$ cat src/rtl/search_scheduler_if.sv
// Lane-array bus between the search scheduler (master) and the worker lanes (slave).
interface search_scheduler_if #(
  parameter int unsigned LANES = 8
);
  logic [LANES-1:0]    lane_start;
  logic [31:0]         lane_base;
  logic                lane_abort;
  logic [LANES-1:0]    lane_busy;
  logic [LANES-1:0]    lane_found;
  logic [32*LANES-1:0] lane_found_value;

  modport master (
    output lane_start, lane_base, lane_abort,
    input  lane_busy, lane_found, lane_found_value
  );

  modport slave (
    input  lane_start, lane_base, lane_abort,
    output lane_busy, lane_found, lane_found_value
  );
endinterface

$ cat src/rtl/search_scheduler.sv
// Splits the 32-bit candidate space into chunks, dispatches them round-robin to
// the lane array, latches the first hit and drives the board status LEDs.
module search_scheduler #(
  parameter int unsigned LANES      = 8,
  parameter int unsigned CHUNK_BITS = 12,
  parameter int unsigned WARMUP     = 64
) (
  input  logic                     CLK,
  input  logic                     CPU_RESETN,
  input  logic                     start,
  input  logic                     enable,
  input  logic [31:0]              target,
  search_scheduler_if.master       lanes,
  output logic [31:0]              result,
  output logic                     result_valid,
  output logic                     status_paused,
  output logic                     status_running,
  output logic                     status_warming,
  output logic                     status_found,
  output logic                     status_done
);

  localparam int unsigned PW = (LANES > 1) ? $clog2(LANES) : 1;
  localparam int unsigned CW = $clog2(WARMUP + 1);
  localparam logic [32:0] CHUNK = 33'(1) << CHUNK_BITS;

  typedef enum logic [2:0] {
    S_IDLE, S_WARM, S_RUN, S_PAUSE, S_DRAIN, S_FOUND, S_DONE
  } state_e;

  state_e             state_q, state_d;
  logic [CW-1:0]      cnt_q, cnt_d;
  logic [31:0]        target_q, target_d;
  logic [32:0]        next_base_q, next_base_d;
  logic [PW-1:0]      ptr_q, ptr_d;
  logic [LANES-1:0]   pending_q, pending_d;
  logic [LANES-1:0]   lane_start_q, lane_start_d;
  logic [31:0]        lane_base_q, lane_base_d;
  logic               lane_abort_q, lane_abort_d;
  logic [31:0]        result_q, result_d;
  logic               result_valid_q, result_valid_d;
  logic [4:0]         status_q, status_d;

  logic [31:0]        hit_value;
  logic [LANES-1:0]   eligible, ge_mask, cand;
  logic [PW-1:0]      pick;
  logic               exhausted, take_hit;

  always_comb begin
    state_d        = state_q;
    cnt_d          = cnt_q;
    target_d       = target_q;
    next_base_d    = next_base_q;
    ptr_d          = ptr_q;
    pending_d      = '0;
    lane_start_d   = '0;
    lane_base_d    = lane_base_q;
    lane_abort_d   = 1'b0;
    result_d       = result_q;
    result_valid_d = result_valid_q;
    hit_value      = '0;
    ge_mask        = '0;
    pick           = '0;

    // Lowest-index hit wins: scan downward so the last match is the lowest lane.
    for (int i = int'(LANES) - 1; i >= 0; i--) begin
      if (lanes.lane_found[i]) hit_value = lanes.lane_found_value[32*i +: 32];
    end

    // Round-robin pick: prefer eligible lanes at/after the pointer, else wrap.
    eligible = ~lanes.lane_busy & ~pending_q;
    for (int i = 0; i < int'(LANES); i++) ge_mask[i] = (PW'(i) >= ptr_q);
    cand = (|(eligible & ge_mask)) ? (eligible & ge_mask) : eligible;
    for (int i = int'(LANES) - 1; i >= 0; i--) begin
      if (cand[i]) pick = PW'(i);
    end

    exhausted = next_base_q[32] || (next_base_q > {1'b0, target_q});
    take_hit  = (|lanes.lane_found) &&
                !(state_q inside {S_IDLE, S_FOUND, S_DONE});

    case (state_q)
      S_IDLE, S_FOUND, S_DONE: begin
        if (start) begin
          state_d        = S_WARM;
          cnt_d          = CW'(WARMUP);
          target_d       = target;
          next_base_d    = '0;
          ptr_d          = '0;
          result_d       = '0;
          result_valid_d = 1'b0;
        end
      end
      S_WARM: begin
        cnt_d = cnt_q - CW'(1);
        if (cnt_q <= CW'(1)) state_d = enable ? S_RUN : S_PAUSE;
      end
      S_RUN: begin
        if (exhausted) begin
          state_d = S_DRAIN;
        end else if (!enable) begin
          state_d = S_PAUSE;
        end else if (|eligible) begin
          lane_start_d = LANES'(1) << pick;
          pending_d    = LANES'(1) << pick;
          lane_base_d  = next_base_q[31:0];
          next_base_d  = next_base_q + CHUNK;
          ptr_d        = (32'(pick) == LANES - 1) ? '0 : pick + PW'(1);
        end
      end
      S_PAUSE: begin
        if (enable) state_d = S_RUN;
      end
      S_DRAIN: begin
        if (lanes.lane_busy == '0 && pending_q == '0) state_d = S_DONE;
      end
      default: state_d = S_IDLE;
    endcase

    // A hit overrides any dispatch or exhaustion decision made this cycle.
    if (take_hit) begin
      state_d        = S_FOUND;
      result_d       = hit_value;
      result_valid_d = 1'b1;
      lane_abort_d   = 1'b1;
      lane_start_d   = '0;
      pending_d      = '0;
      lane_base_d    = lane_base_q;
      next_base_d    = next_base_q;
      ptr_d          = ptr_q;
    end

    // {paused, running, warming, found, done}; draining still shows as running.
    case (state_d)
      S_PAUSE:          status_d = 5'b10000;
      S_RUN, S_DRAIN:   status_d = 5'b01000;
      S_WARM:           status_d = 5'b00100;
      S_FOUND:          status_d = 5'b00010;
      S_DONE:           status_d = 5'b00001;
      default:          status_d = 5'b00000;
    endcase
  end

  always_ff @(posedge CLK or negedge CPU_RESETN) begin
    if (!CPU_RESETN) begin
      state_q        <= S_IDLE;
      cnt_q          <= '0;
      target_q       <= '0;
      next_base_q    <= '0;
      ptr_q          <= '0;
      pending_q      <= '0;
      lane_start_q   <= '0;
      lane_base_q    <= '0;
      lane_abort_q   <= 1'b0;
      result_q       <= '0;
      result_valid_q <= 1'b0;
      status_q       <= '0;
    end else begin
      state_q        <= state_d;
      cnt_q          <= cnt_d;
      target_q       <= target_d;
      next_base_q    <= next_base_d;
      ptr_q          <= ptr_d;
      pending_q      <= pending_d;
      lane_start_q   <= lane_start_d;
      lane_base_q    <= lane_base_d;
      lane_abort_q   <= lane_abort_d;
      result_q       <= result_d;
      result_valid_q <= result_valid_d;
      status_q       <= status_d;
    end
  end

  assign lanes.lane_start = lane_start_q;
  assign lanes.lane_base  = lane_base_q;
  assign lanes.lane_abort = lane_abort_q;
  assign result           = result_q;
  assign result_valid     = result_valid_q;
  assign status_paused    = status_q[4];
  assign status_running   = status_q[3];
  assign status_warming   = status_q[2];
  assign status_found     = status_q[1];
  assign status_done      = status_q[0];

endmodule

$ cat src/flat_wrapper.sv
// flat-port wrapper written by rule: the top's interface ports become plain ports
module search_scheduler_flat 
#(
  parameter int unsigned LANES      = 8,
  parameter int unsigned CHUNK_BITS = 12,
  parameter int unsigned WARMUP     = 64
)
  (CLK, CPU_RESETN, start, enable, target, result, result_valid, status_paused, status_running, status_warming, status_found, status_done, lanes_lane_start, lanes_lane_base, lanes_lane_abort, lanes_lane_busy, lanes_lane_found, lanes_lane_found_value);
  search_scheduler_if #(.LANES(LANES)) lanes_i ();
  input  logic CLK;
  input  logic CPU_RESETN;
  input  logic start;
  input  logic enable;
  input  logic [31:0] target;
  output logic [31:0] result;
  output logic result_valid;
  output logic status_paused;
  output logic status_running;
  output logic status_warming;
  output logic status_found;
  output logic status_done;
  output wire logic [$bits(lanes_i.lane_start)-1:0] lanes_lane_start;
  output wire logic [$bits(lanes_i.lane_base)-1:0] lanes_lane_base;
  output wire logic [$bits(lanes_i.lane_abort)-1:0] lanes_lane_abort;
  input wire logic [$bits(lanes_i.lane_busy)-1:0] lanes_lane_busy;
  input wire logic [$bits(lanes_i.lane_found)-1:0] lanes_lane_found;
  input wire logic [$bits(lanes_i.lane_found_value)-1:0] lanes_lane_found_value;
  assign lanes_lane_start = lanes_i.lane_start;
  assign lanes_lane_base = lanes_i.lane_base;
  assign lanes_lane_abort = lanes_i.lane_abort;
  assign lanes_i.lane_busy = lanes_lane_busy;
  assign lanes_i.lane_found = lanes_lane_found;
  assign lanes_i.lane_found_value = lanes_lane_found_value;
  search_scheduler #(.LANES(LANES), .CHUNK_BITS(CHUNK_BITS), .WARMUP(WARMUP)) u_core (.CLK(CLK), .CPU_RESETN(CPU_RESETN), .start(start), .enable(enable), .target(target), .lanes(lanes_i), .result(result), .result_valid(result_valid), .status_paused(status_paused), .status_running(status_running), .status_warming(status_warming), .status_found(status_found), .status_done(status_done));
endmodule
$ cat config.mk
export PLATFORM = sky130hd
export DESIGN_NAME = search_scheduler_flat
export DESIGN_NICKNAME = d
export VERILOG_FILES = /design/src/rtl/search_scheduler_if.sv /design/src/rtl/search_scheduler.sv /design/src/flat_wrapper.sv
export SDC_FILE = /design/constraint.sdc
export NUM_CORES = 1
export LEC_CHECK = 0
export ABC_AREA = 1
export CAP_MARGIN = 20
export CORE_AREA = 3 3 150 152
export CTS_CLUSTER_DIAMETER = 150
export DETAILED_ROUTE_END_ITERATION = 8
export DIE_AREA = 0 0 153 155
export PLACE_DENSITY = 0.88
export SLEW_MARGIN = 20
export SYNTH_ARGS = -nofsm -noshare
export SYNTH_HDL_FRONTEND = slang
export SYNTH_SLANG_ARGS = --single-unit
$ cat constraint.sdc
create_clock -name CLK -period 4.8 [get_ports CLK]
set_input_delay 1.2 -clock CLK [delete_from_list [all_inputs] [get_ports CLK]]
set_output_delay 1.2 -clock CLK [all_outputs]
set_load 0.03 [all_outputs]
==> impl_results.md <==
- Worst-case clock buffer depth: 2
- Final Routed Wirelength: 35.50 mm
- Mapped Area: 8847 µm²
- CP Data Required Time: 5.08 ns
- Share of cells above drive strength 1: 4.860%
- Slew Limit Fails: 0
- Placement Setup Slack: 0.8163 ns
- Largest net degree at the start of global routing: 105
- Residual DRC: 0
- Via density: 5.455
- #FFs+latches synth: 133
- Worst skew pair latency: 0.43 ns
- YS warnings: 0
- Worst path most repeated cell: nand2_1
- Total GRT Usage: 28.79%
- TritonCTS Sinks: 133
- Sequential share of the synthesized area: 37.62%
- Routed wire length per instance: 18.86 µm
- Fill cell count: 1795
- Avg Synthesized Cell Area: 7.050 µm²
- CP peak stage delay: 0.43 ns
- Final clock skew: 0.006985 ns
- Delay-heaviest family, CP: buffers and inverters
- Max-cap viol count: 0
- Critical path class: in2reg
- IO buf count: 374
- Via count: 10270
- PwrDens: 397.7 nW/µm²
- Commonest non-fill, non-tap cell in the layout: clkdlybuf4s50_1
- Hold WS: 0.4784 ns
- Post-CTS sizing: 0
- Tcrit/Tclk final: 74.76%
- Critical path launch point type: input pin
- Num CTS Buffers: 17
- Root Buffer: clkbuf_16
- P&R area growth vs syn: 51.53%
- Mapped Cells: 1255
- Final Hold Fails: 0
- Initial core utilization: 41.82%
- CP cell instances: clkdlybuf4s50_1 > inv_2 > buf_4 > nand2_1 > inv_2 > a31oi_4 > inv_2 > nand2_1 > nand2_1 > nand2_2 > nand2_1 > o21ai_1
- Finished Core Util: 63.38%
- Setup violators final: 0
- CTS H-tree lvls: 4
- Setup TNS: 0 ns
- Area of the die: 23720 µm²
- GR Overflow Total: 0
- Post-layout total power: 5331 µW
- Setup ws final: 1.212 ns
- Slew @ Worst Pin: 1.019 ns
- # rows: 53
- 1st-iter DRT viols: 909
- Post-synth top area share: 37.62%
- First-pass GRT wire length: 54.32 mm
- Core area: 21150 µm²
- Worst hold path type: reg2reg
- Leak: 0.005850 µW
- Status: finished, final reports clean
- RSZ-0062 raised after global routing: false
- I/O pins: 387
- Final ANT Viol Nets: 0
- Commonest non-fill, non-tap cells in the layout: 373 x clkdlybuf4s50_1, 371 x nand2_1, 133 x dfrtp_1
- TritonCTS clock tree: built
- Vias in the first global route: 10090
- Slowest stage cell on the critical path: clkdlybuf4s50_1
- Critical path arrival: 3.87 ns
- Buf+Inv Stages, Crit Path: 5
- # nets final: 1929
- DR pass1 iterations: 5
- Cell taking the most area after synthesis: dfrtp_1
- Hpwl dp: 27.62 mm
- Max VDD drop: 0.2801 mV
- Maximum fanout along the worst path: 43
- Die height: 155 µm
- Hold_buf cts: 0
- Yosys cell types: 34
- Post-layout min period: 3.588 ns
- Routability cong.: 0.9754
- Slew Limit Headroom: 32.01%
- Max Freq: 278.7 MHz
- Clock slew at the register clock pins of the worst setup and hold paths: 0.06 ns
- Die extent in x: 153 µm
- Post-CTS Setup Bufs: 0
- CP endpoint kind: flip-flop
- Synth area leaders: dfrtp_1 38%, nand2_1 16%, o211ai_1 6.8%, nand3_1 6.3%, o21ai_0 5.5%
- Initial antenna violation count: 2
synthesized netlist by cell type, drive strengths merged:
cell and n:
nand2 372, dfrtp 133, o21ai 129, nand3 113, inv 107, o211ai 80
a21oi 74, nor2 56, clkbuf 44, buf 40, ha 29, nor3 26
nand4 16, nor4 9, a21o 8, xor2 6, o22ai 3, or2 3
nand3b 2, a31oi 1, and2 1, conb 1, o21bai 1, xnor2 1
metal layers:
metal | part of all wire (%) | GRT usage (%)
met2 | 51 | 51.36
met4 | 5.3 | 13.45
met5 | 0 | 0
met3 | 7.7 | 6.592
met1 | 36 | 32.83
report_power, final:
group	total [µW]	internal, µW	switching [µW]	leakage [µW]
sequential	1610	1440	174	0.00173
combinational	2230	875	1350	0.00379
clock	1490	994	498	0.000329
tightest hold or removal path, delay by kind of cell, from the launching register on:
family / cells / cell delay [ns]
flip-flops: 1 / 0.34
AND/OR/NAND/NOR: 2 / 0.10
metrics by stage:
| stage | cell area (µm²) | cells |
|---|---|---|
| 2_1_floorplan | 8889 | 1266 |
| 3_3_place_gp | 12720 | 1848 |
| 3_5_place_dp | 12720 | 1848 |
| 4_1_cts | 13400 | 1880 |
| 5_1_grt | 13410 | 1882 |
| 6_report | 13410 | 1882 |
cell type report:
| type | count | area [µm²] | area share (%) |
|---|---|---|---|
| timing repair buffer | 391 | 3872 | 28.88 |
| clock inverter | 10 | 191.4 | 1.428 |
| clock buffer | 22 | 494.2 | 3.686 |
| inverter | 107 | 401.6 | 2.996 |
| antenna | 2 | 5.005 | 0.03733 |
| multi-input combinational | 942 | 4770 | 35.58 |
| tap | 275 | 344.1 | 2.566 |
| sequential | 133 | 3328 | 24.83 |
flip-flops by register name, indices dropped and copies added (netlist names), 3 cells and up:
signal / flops
u_core.ptr_q: 3
u_core.cnt_q: 7
u_core.pending_q: 8
u_core.state_q: 3
u_core.next_base_q: 21
u_core.lanes.lane_base: 20
u_core.result: 32
u_core.status_q: 5
u_core.target_q: 32
cells by family after synthesis:
| group | count (synthesis) | synth area share [%] |
|---|---|---|
| AOI/OAI and AO/OA | 296 | 19.49 |
| and+or+nand+nor | 598 | 28.98 |
| adders and majority gates | 29 | 4.101 |
| xor gates and xnor gates | 7 | 0.6930 |
| buffers and inverters | 191 | 9.079 |
| DFF | 133 | 37.62 |
| other | 1 | 0.04239 |
final timing paths:
check                                              start                                  to  slack, ns  depth (start not counted)
hold reg to reg            u_core.result[30]$_DFFE_PN0P_       u_core.result[30]$_DFFE_PN0P_       0.48                          2
hold / removal             u_core.result[30]$_DFFE_PN0P_       u_core.result[30]$_DFFE_PN0P_       0.48                          2
setup reg to reg             u_core.state_q[0]$_DFF_PN0_  u_core.next_base_q[19]$_DFFE_PN0P_       1.95                         11
setup / recovery                     lanes_lane_found[1]  u_core.next_base_q[19]$_DFFE_PN0P_       1.21                         12
min in group asynchronous                     CPU_RESETN     u_core.target_q[24]$_DFFE_PN0P_       0.88                          1
max in group asynchronous                     CPU_RESETN     u_core.target_q[15]$_DFFE_PN0P_       2.89                          2
Note: power is estimated with default switching activity, not from simulation.
